--- config.mk ---
export PLATFORM = sky130hd
export DESIGN_NAME = lcd_i2c_master
export DESIGN_NICKNAME = d
export VERILOG_FILES = /design/src/rtl/lcd_i2c_master.sv
export SDC_FILE = /design/constraint.sdc
export NUM_CORES = 1
export LEC_CHECK = 0
export ABC_AREA = 1
export BUFFER_PORTS_ARGS = -buffer_cell sky130_fd_sc_hd__buf_2
export CAP_MARGIN = 20
export CORE_MARGIN = 2
export CORE_UTILIZATION = 39
export DETAILED_ROUTE_END_ITERATION = 6
export HOLD_SLACK_MARGIN = 0.1
export SLEW_MARGIN = 20
export SYNTH_ARGS = -nofsm -noshare
export SYNTH_HDL_FRONTEND = slang
export SYNTH_SLANG_ARGS = --single-unit
export TNS_END_PERCENT = 10
--- constraint.sdc ---
create_clock -name clk -period 2.3 [get_ports clk]
set_clock_uncertainty 0.15 [all_clocks]
set_input_delay 0.575 -clock clk [delete_from_list [all_inputs] [get_ports clk]]
set_output_delay 0.575 -clock clk [all_outputs]
set_load 0.01 [all_outputs]
--- src/rtl/lcd_i2c_master.sv ---
// rtl/lcd_i2c_master.sv - byte-level I2C master for the LCD control bus, Avalon-MM register slave
//
// Ports:
//   clk, reset_n                 system clock, asynchronous active-low reset
//   address, chipselect,         register access: 0 DATA, 1 CMD, 2 STATUS, 3 DIV
//   write_n, writedata
//   readdata                     registered read mux (1-cycle latency)
//   irq                          mirrors STATUS.done
//   scl_oe, sda_oe               open-drain enables (1 pulls the line low)
//   scl_in, sda_in               synchronised pin levels

module lcd_i2c_master #(
  parameter logic [7:0] DIV_RESET = 8'd124
) (
  input  logic       clk,
  input  logic       reset_n,
  input  logic [1:0] address,
  input  logic       chipselect,
  input  logic       write_n,
  input  logic [7:0] writedata,
  output logic [7:0] readdata,
  output logic       irq,
  output logic       scl_oe,
  output logic       sda_oe,
  input  logic       scl_in,
  input  logic       sda_in
);

  typedef enum logic [2:0] {S_IDLE, S_START, S_XFER, S_ACK, S_STOP} state_t;

  state_t     state, state_nx;
  logic [7:0] div_q, tx, rx, sh, cnt;
  logic [1:0] qtr;
  logic [2:0] bit_cnt;
  logic       rx_nack, done, scl_hold;
  logic       c_stop, c_read, c_write, c_mack;

  logic wr_en, busy, cmd_go, rd_mode;
  logic stretch_q, hold, q_end, ph_end, sample;
  logic bit_low;

  assign wr_en   = chipselect & ~write_n;
  assign busy    = (state != S_IDLE);
  assign cmd_go  = wr_en && (address == 2'd1) && !busy && (writedata[3:0] != 4'd0);
  // WRITE takes precedence when both transfer directions are requested
  assign rd_mode = c_read & ~c_write;
  assign irq     = done;

  // Quarters in which SCL is released; a slave may stretch by holding it low
  always_comb begin
    stretch_q = 1'b0;
    case (state)
      S_START:       stretch_q = (qtr <= 2'd1);
      S_XFER, S_ACK: stretch_q = (qtr == 2'd1) || (qtr == 2'd2);
      S_STOP:        stretch_q = (qtr != 2'd0);
      default:       stretch_q = 1'b0;
    endcase
  end

  assign hold   = stretch_q && !scl_in;
  assign q_end  = busy && !hold && (cnt == div_q);
  assign ph_end = q_end && (qtr == 2'd3);
  assign sample = q_end && (qtr == 2'd2);

  function automatic state_t after_start(input logic w, input logic r, input logic s);
    if (w || r)
      after_start = S_XFER;
    else if (s)
      after_start = S_STOP;
    else
      after_start = S_IDLE;
  endfunction

  // State register plus quarter/bit timing
  always_ff @(posedge clk or negedge reset_n) begin
    if (!reset_n) begin
      state   <= S_IDLE;
      cnt     <= 8'd0;
      qtr     <= 2'd0;
      bit_cnt <= 3'd0;
    end else begin
      state <= state_nx;
      if (!busy) begin
        cnt     <= 8'd0;
        qtr     <= 2'd0;
        bit_cnt <= 3'd0;
      end else if (hold) begin
        cnt <= 8'd0;
      end else if (q_end) begin
        cnt <= 8'd0;
        qtr <= qtr + 2'd1;
        if (state == S_XFER && qtr == 2'd3)
          bit_cnt <= bit_cnt + 3'd1;
      end else begin
        cnt <= cnt + 8'd1;
      end
    end
  end

  // Next state and open-drain enables
  always_comb begin
    state_nx = state;
    scl_oe   = 1'b0;
    sda_oe   = 1'b0;
    bit_low  = 1'b0;

    if (state == S_XFER)
      bit_low = rd_mode ? 1'b0 : ~sh[7];
    else if (state == S_ACK)
      bit_low = rd_mode ? ~c_mack : 1'b0;

    case (state)
      S_IDLE: begin
        scl_oe = scl_hold;
        if (cmd_go)
          state_nx = writedata[0] ? S_START
                                  : after_start(writedata[3], writedata[2], writedata[1]);
      end
      S_START: begin
        sda_oe = (qtr != 2'd0);
        scl_oe = qtr[1];
        if (ph_end)
          state_nx = after_start(c_write, c_read, c_stop);
      end
      S_XFER: begin
        scl_oe = (qtr == 2'd0) || (qtr == 2'd3);
        sda_oe = bit_low;
        if (ph_end && bit_cnt == 3'd7)
          state_nx = S_ACK;
      end
      S_ACK: begin
        scl_oe = (qtr == 2'd0) || (qtr == 2'd3);
        sda_oe = bit_low;
        if (ph_end)
          state_nx = c_stop ? S_STOP : S_IDLE;
      end
      S_STOP: begin
        scl_oe = (qtr == 2'd0);
        sda_oe = (qtr <= 2'd1);
        if (ph_end)
          state_nx = S_IDLE;
      end
      default: state_nx = S_IDLE;
    endcase
  end

  // Registers, shift paths and read mux
  always_ff @(posedge clk or negedge reset_n) begin
    if (!reset_n) begin
      div_q    <= DIV_RESET;
      tx       <= 8'd0;
      rx       <= 8'd0;
      sh       <= 8'd0;
      rx_nack  <= 1'b0;
      done     <= 1'b0;
      scl_hold <= 1'b0;
      c_stop   <= 1'b0;
      c_read   <= 1'b0;
      c_write  <= 1'b0;
      c_mack   <= 1'b0;
      readdata <= 8'd0;
    end else begin
      if (wr_en && !busy) begin
        if (address == 2'd0) tx    <= writedata;
        if (address == 2'd3) div_q <= writedata;
      end

      if (cmd_go) begin
        c_stop  <= writedata[1];
        c_read  <= writedata[2];
        c_write <= writedata[3];
        c_mack  <= writedata[4];
        sh      <= tx;
      end

      if (state == S_XFER && sample && rd_mode)
        rx <= {rx[6:0], sda_in};
      if (state == S_ACK && sample && !rd_mode)
        rx_nack <= sda_in;
      if (state == S_XFER && ph_end)
        sh <= {sh[6:0], 1'b0};

      // Completion wins over a simultaneous STATUS clear
      if (busy && state_nx == S_IDLE) begin
        done     <= 1'b1;
        scl_hold <= (state != S_STOP);
      end else if (wr_en && address == 2'd2) begin
        done <= 1'b0;
      end

      case (address)
        2'd0:    readdata <= rx;
        2'd1:    readdata <= 8'd0;
        2'd2:    readdata <= {5'd0, done, rx_nack, busy};
        default: readdata <= div_q;
      endcase
    end
  end

endmodule

==> key figures <==
Drt
  • Initial DRC Count: 188
  • Wire length per cell: 13.5 um
  • Post-detailed-route via-to-cell ratio: 4.88
  • Vias: 2529
  • DRT Pass-1 Iters: 6
  • Post-DRT Antenna Nets: 0
  • Post-detailed-routing wire length: 7000 um
  • DR DRC count: 0

Synthesis
  • Adder-cell share of the synthesized area: 2.80%
  • Synth area leader: dfrtp_1
  • Post-synth top area share: 46.4%
  • Synth unique cells: 37
  • Synth Area in Compound Gates: 10.4%
  • Syn Std Cell Area: 3130 sq um
  • Number of synthesized flops with an enable pin: 0
  • Top cells by area, synth: dfrtp_1 (46%), nand2_1 (12%), inv_1 (5.9%)
  • Sequential share of the synthesized area: 50.6%
  • Synth Area in XOR/XNOR: 1.40%
  • Avg Inst Size Synth: 8.71 sq um
  • Yosys warns: 0
  • FF+latch count, synth: 63
  • Share of async-settable or async-resettable flops after synthesis: 100%
  • Simple-gate share of the synthesized area: 27.4%
  • Largest family of logic cells by synthesized area: simple AND/OR/NAND/NOR gates
  • Mux contribution to synthesized area: 0%
  • Most used flip-flop cell after synthesis: dfrtp_1
  • Cells after Synth: 359
  • Syn nets: 382

Setup path
  • Worst endpoint data arrival time: 1.53 ns
  • WP data required: 1.57 ns
  • CP Max Fanout: 5
  • R2R cell count: 13
  • Setup crit end kind: primary output
  • Critical path class: flip-flop to primary output
  • Reg-to-reg endpoint: scl_hold$_DFFE_PN0P_
  • Worst reg2reg setup slack: 0.17 ns
  • Reg-to-reg critical path startpoint: div_q[4]$_DFFE_PN1P_
  • Startpoint Class: flip-flop

Timing
  • Relative slew slack: 60.3%
  • Final critical-path share of the clock period: 98.2%
  • Max-slew violations: 0
  • Worst slew pin tran: 0.591 ns
  • Final Hold Vio Count: 0
  • Finish-stage setup viols: 0
  • Fmax: 443 MHz
  • Fin Hold WS: 0.319 ns
  • Tmin final: 2.26 ns

Min path
  • Tightest Hold Check Type: input port to flip-flop
  • HP Start: writedata[6]
  • End point of the worst hold path: div_q[6]$_DFFE_PN1P_
  • Hold Path Stages: 3

Clock tree
  • Clock Path Buffers: 2
  • H-tree levels: 3
  • Clock Latency Late Sink: 0.35 ns
  • CTS Buf Count: 9
  • CTS tree: yes
  • Root buffer cell: clkbuf_8
  • Clock sink count: 63
  • Clock transition at path regs: 0.08 ns

Global routing
  • Pin count of the biggest net entering global routing: 64
  • Vias in the first global route: 2471
  • Initial antenna violation count: 0
  • GR Util All Layers: 17.5%
  • First-pass GRT wire length: 11700 um
  • Total gr overflow: 0

Power
  • Sw Ratio: 35.4%
  • Psw: 1420 uW
  • P per Cell Area: 1050 nW/um^2
  • Leakage: 0.00190 uW
  • Peak supply drop: 0.395 mV
  • Clock network power share: 25.7%
  • Comb pwr share: 33.2%
  • Power share of the sequential group: 41.0%
  • Int Power: 2590 uW

Finish
  • Final Net Count: 434
  • Fill cells: 726
  • Most common cell after layout, fill and taps aside: nand2_1
  • Layout cells sized above 1: 29.1%
  • Commonest cells after routing, fill and taps aside: nand2_1 (98), dfrtp_1 (55), inv_1 (44)
  • Reg area: 1590 sq um
  • P&R area growth vs syn: 22.7%
  • Antenna Cells: 0
  • Multi-input combinational cell area: 1410 sq um
  • Post-route core utilization: 49.4%

Placed design
  • Gpl congestion: 0.882
  • I/O Buffers: 26
  • Dpl hpwl: 4820 um

Floorplanning
  • # rows: 32
  • Die height: 93.5 um
  • IO Count: 27
  • Initial core utilization: 40.3%
  • Die Footprint: 8750 sq um
  • Die width: 93.5 um
  • Core Area: 7770 sq um

Status
  • Status: complete, no violations

Flow run
  • Total of max-cap violations: 0
[repair_timing]
item,4_1_cts,5_1_grt
gates resized for setup,1,31
cloned,0,0
buffers inserted,1,11
pin swaps,0,14
hold buffers,1,0
setup endpoints to repair,2,16
endpoints found under the hold margin,50,0
[power groups by stage]
stage,clock network (uW),logic (uW),registers [uW]
final,1030,1330,1650
after global routing,1110,1520,1690
after CTS,1060,1150,1650
after detailed placement,0,1130,1670
after global placement,0,1110,1660
after floorplan,0,807,1620
[synth_stat cells, types with 4 or more instances]
| cell | n |
|---|---|
| dfrtp_1 | 58 |
| dfstp_2 | 5 |
| ha_1 | 7 |
| inv_1 | 49 |
| nand2_1 | 103 |
| nand2_2 | 5 |
| nand3_1 | 18 |
| nor2_1 | 24 |
| nor2_2 | 4 |
| nor2_4 | 4 |
| nor3_1 | 4 |
| o21ai_0 | 25 |
| o21ai_2 | 8 |
| o22ai_1 | 4 |
| xor2_1 | 4 |
[worst max-delay path: stages, from the launching register on]
cell and delay [ns]:
dfrtp_2 0.45, inv_2 0.14, nand3_1 0.15, inv_2 0.12, nand3_1 0.08, nand4_1 0.10
buf_2 0.14
[metrics by stage]
stage | instances | worst slack [ns] | area [sq um] | power (uW) | TNS (ns)
after floorplan | 359 | 0.258 | 3130 | 2430 | 0
after global placement | 489 | 0.0826 | 3410 | 2770 | 0
after detailed placement | 489 | 0.0219 | 3410 | 2800 | 0
after CTS | 507 | -0.0525 | 3640 | 3850 | -0.0525
after global routing | 518 | -0.0483 | 3840 | 4320 | -0.114
final | 518 | 0.0409 | 3840 | 4010 | 0
[layer usage]
layer | global-route usage (%) | part of all wire, % | up-vias
li1 | - | - | 1255
met1 | 22.5 | 45 | 1191
met2 | 26.4 | 46 | 61
met3 | 5.32 | 5.1 | 22
met4 | 9.78 | 3.5 | 0
met5 | 0 | 0 | -
[cell families after synthesis]
family | after synthesis
flip-flops | 63
adder cells (fa/ha/maj) | 7
buffers and inverters | 56
XOR/XNOR | 5
AND/OR/NAND/NOR | 177
AO/OA/AOI/OAI | 51
[sequential cells by signal (all words and copies together) (netlist names), 2 cells and up]
register  flops
div_q         8
bit_cnt       3
sh            8
cnt           8
qtr           2
rx            8
readdata      8
state         3
tx            8
[layout make-up]
cell class / instances / share of cell area [%]
Sequential cell: 63 / 41.4
Multi-Input combinational cell: 240 / 36.7
Timing Repair Buffer: 45 / 8.02
Inverter: 52 / 5.22
Clock buffer: 12 / 3.52
Tap cell: 102 / 3.33
Clock inverter: 4 / 1.83
[worst max-delay path by stage]
stage | startpoint | to | slack [ns] | cells after the start
global route | state[1]$_DFF_PN0_ | scl_oe | -0.05 | 5
CTS | state[0]$_DFF_PN0_ | scl_oe | -0.05 | 4
finish | state[2]$_DFF_PN0_ | sda_oe | 0.04 | 6
floorplan | qtr[1]$_DFFE_PN0P_ | bit_cnt[1]$_DFFE_PN0P_ | 0.26 | 11
detailed placement | writedata[2] | scl_hold$_DFFE_PN0P_ | 0.02 | 11
global placement | writedata[0] | scl_hold$_DFFE_PN0P_ | 0.08 | 11
Power figures use the tool's default switching activity.
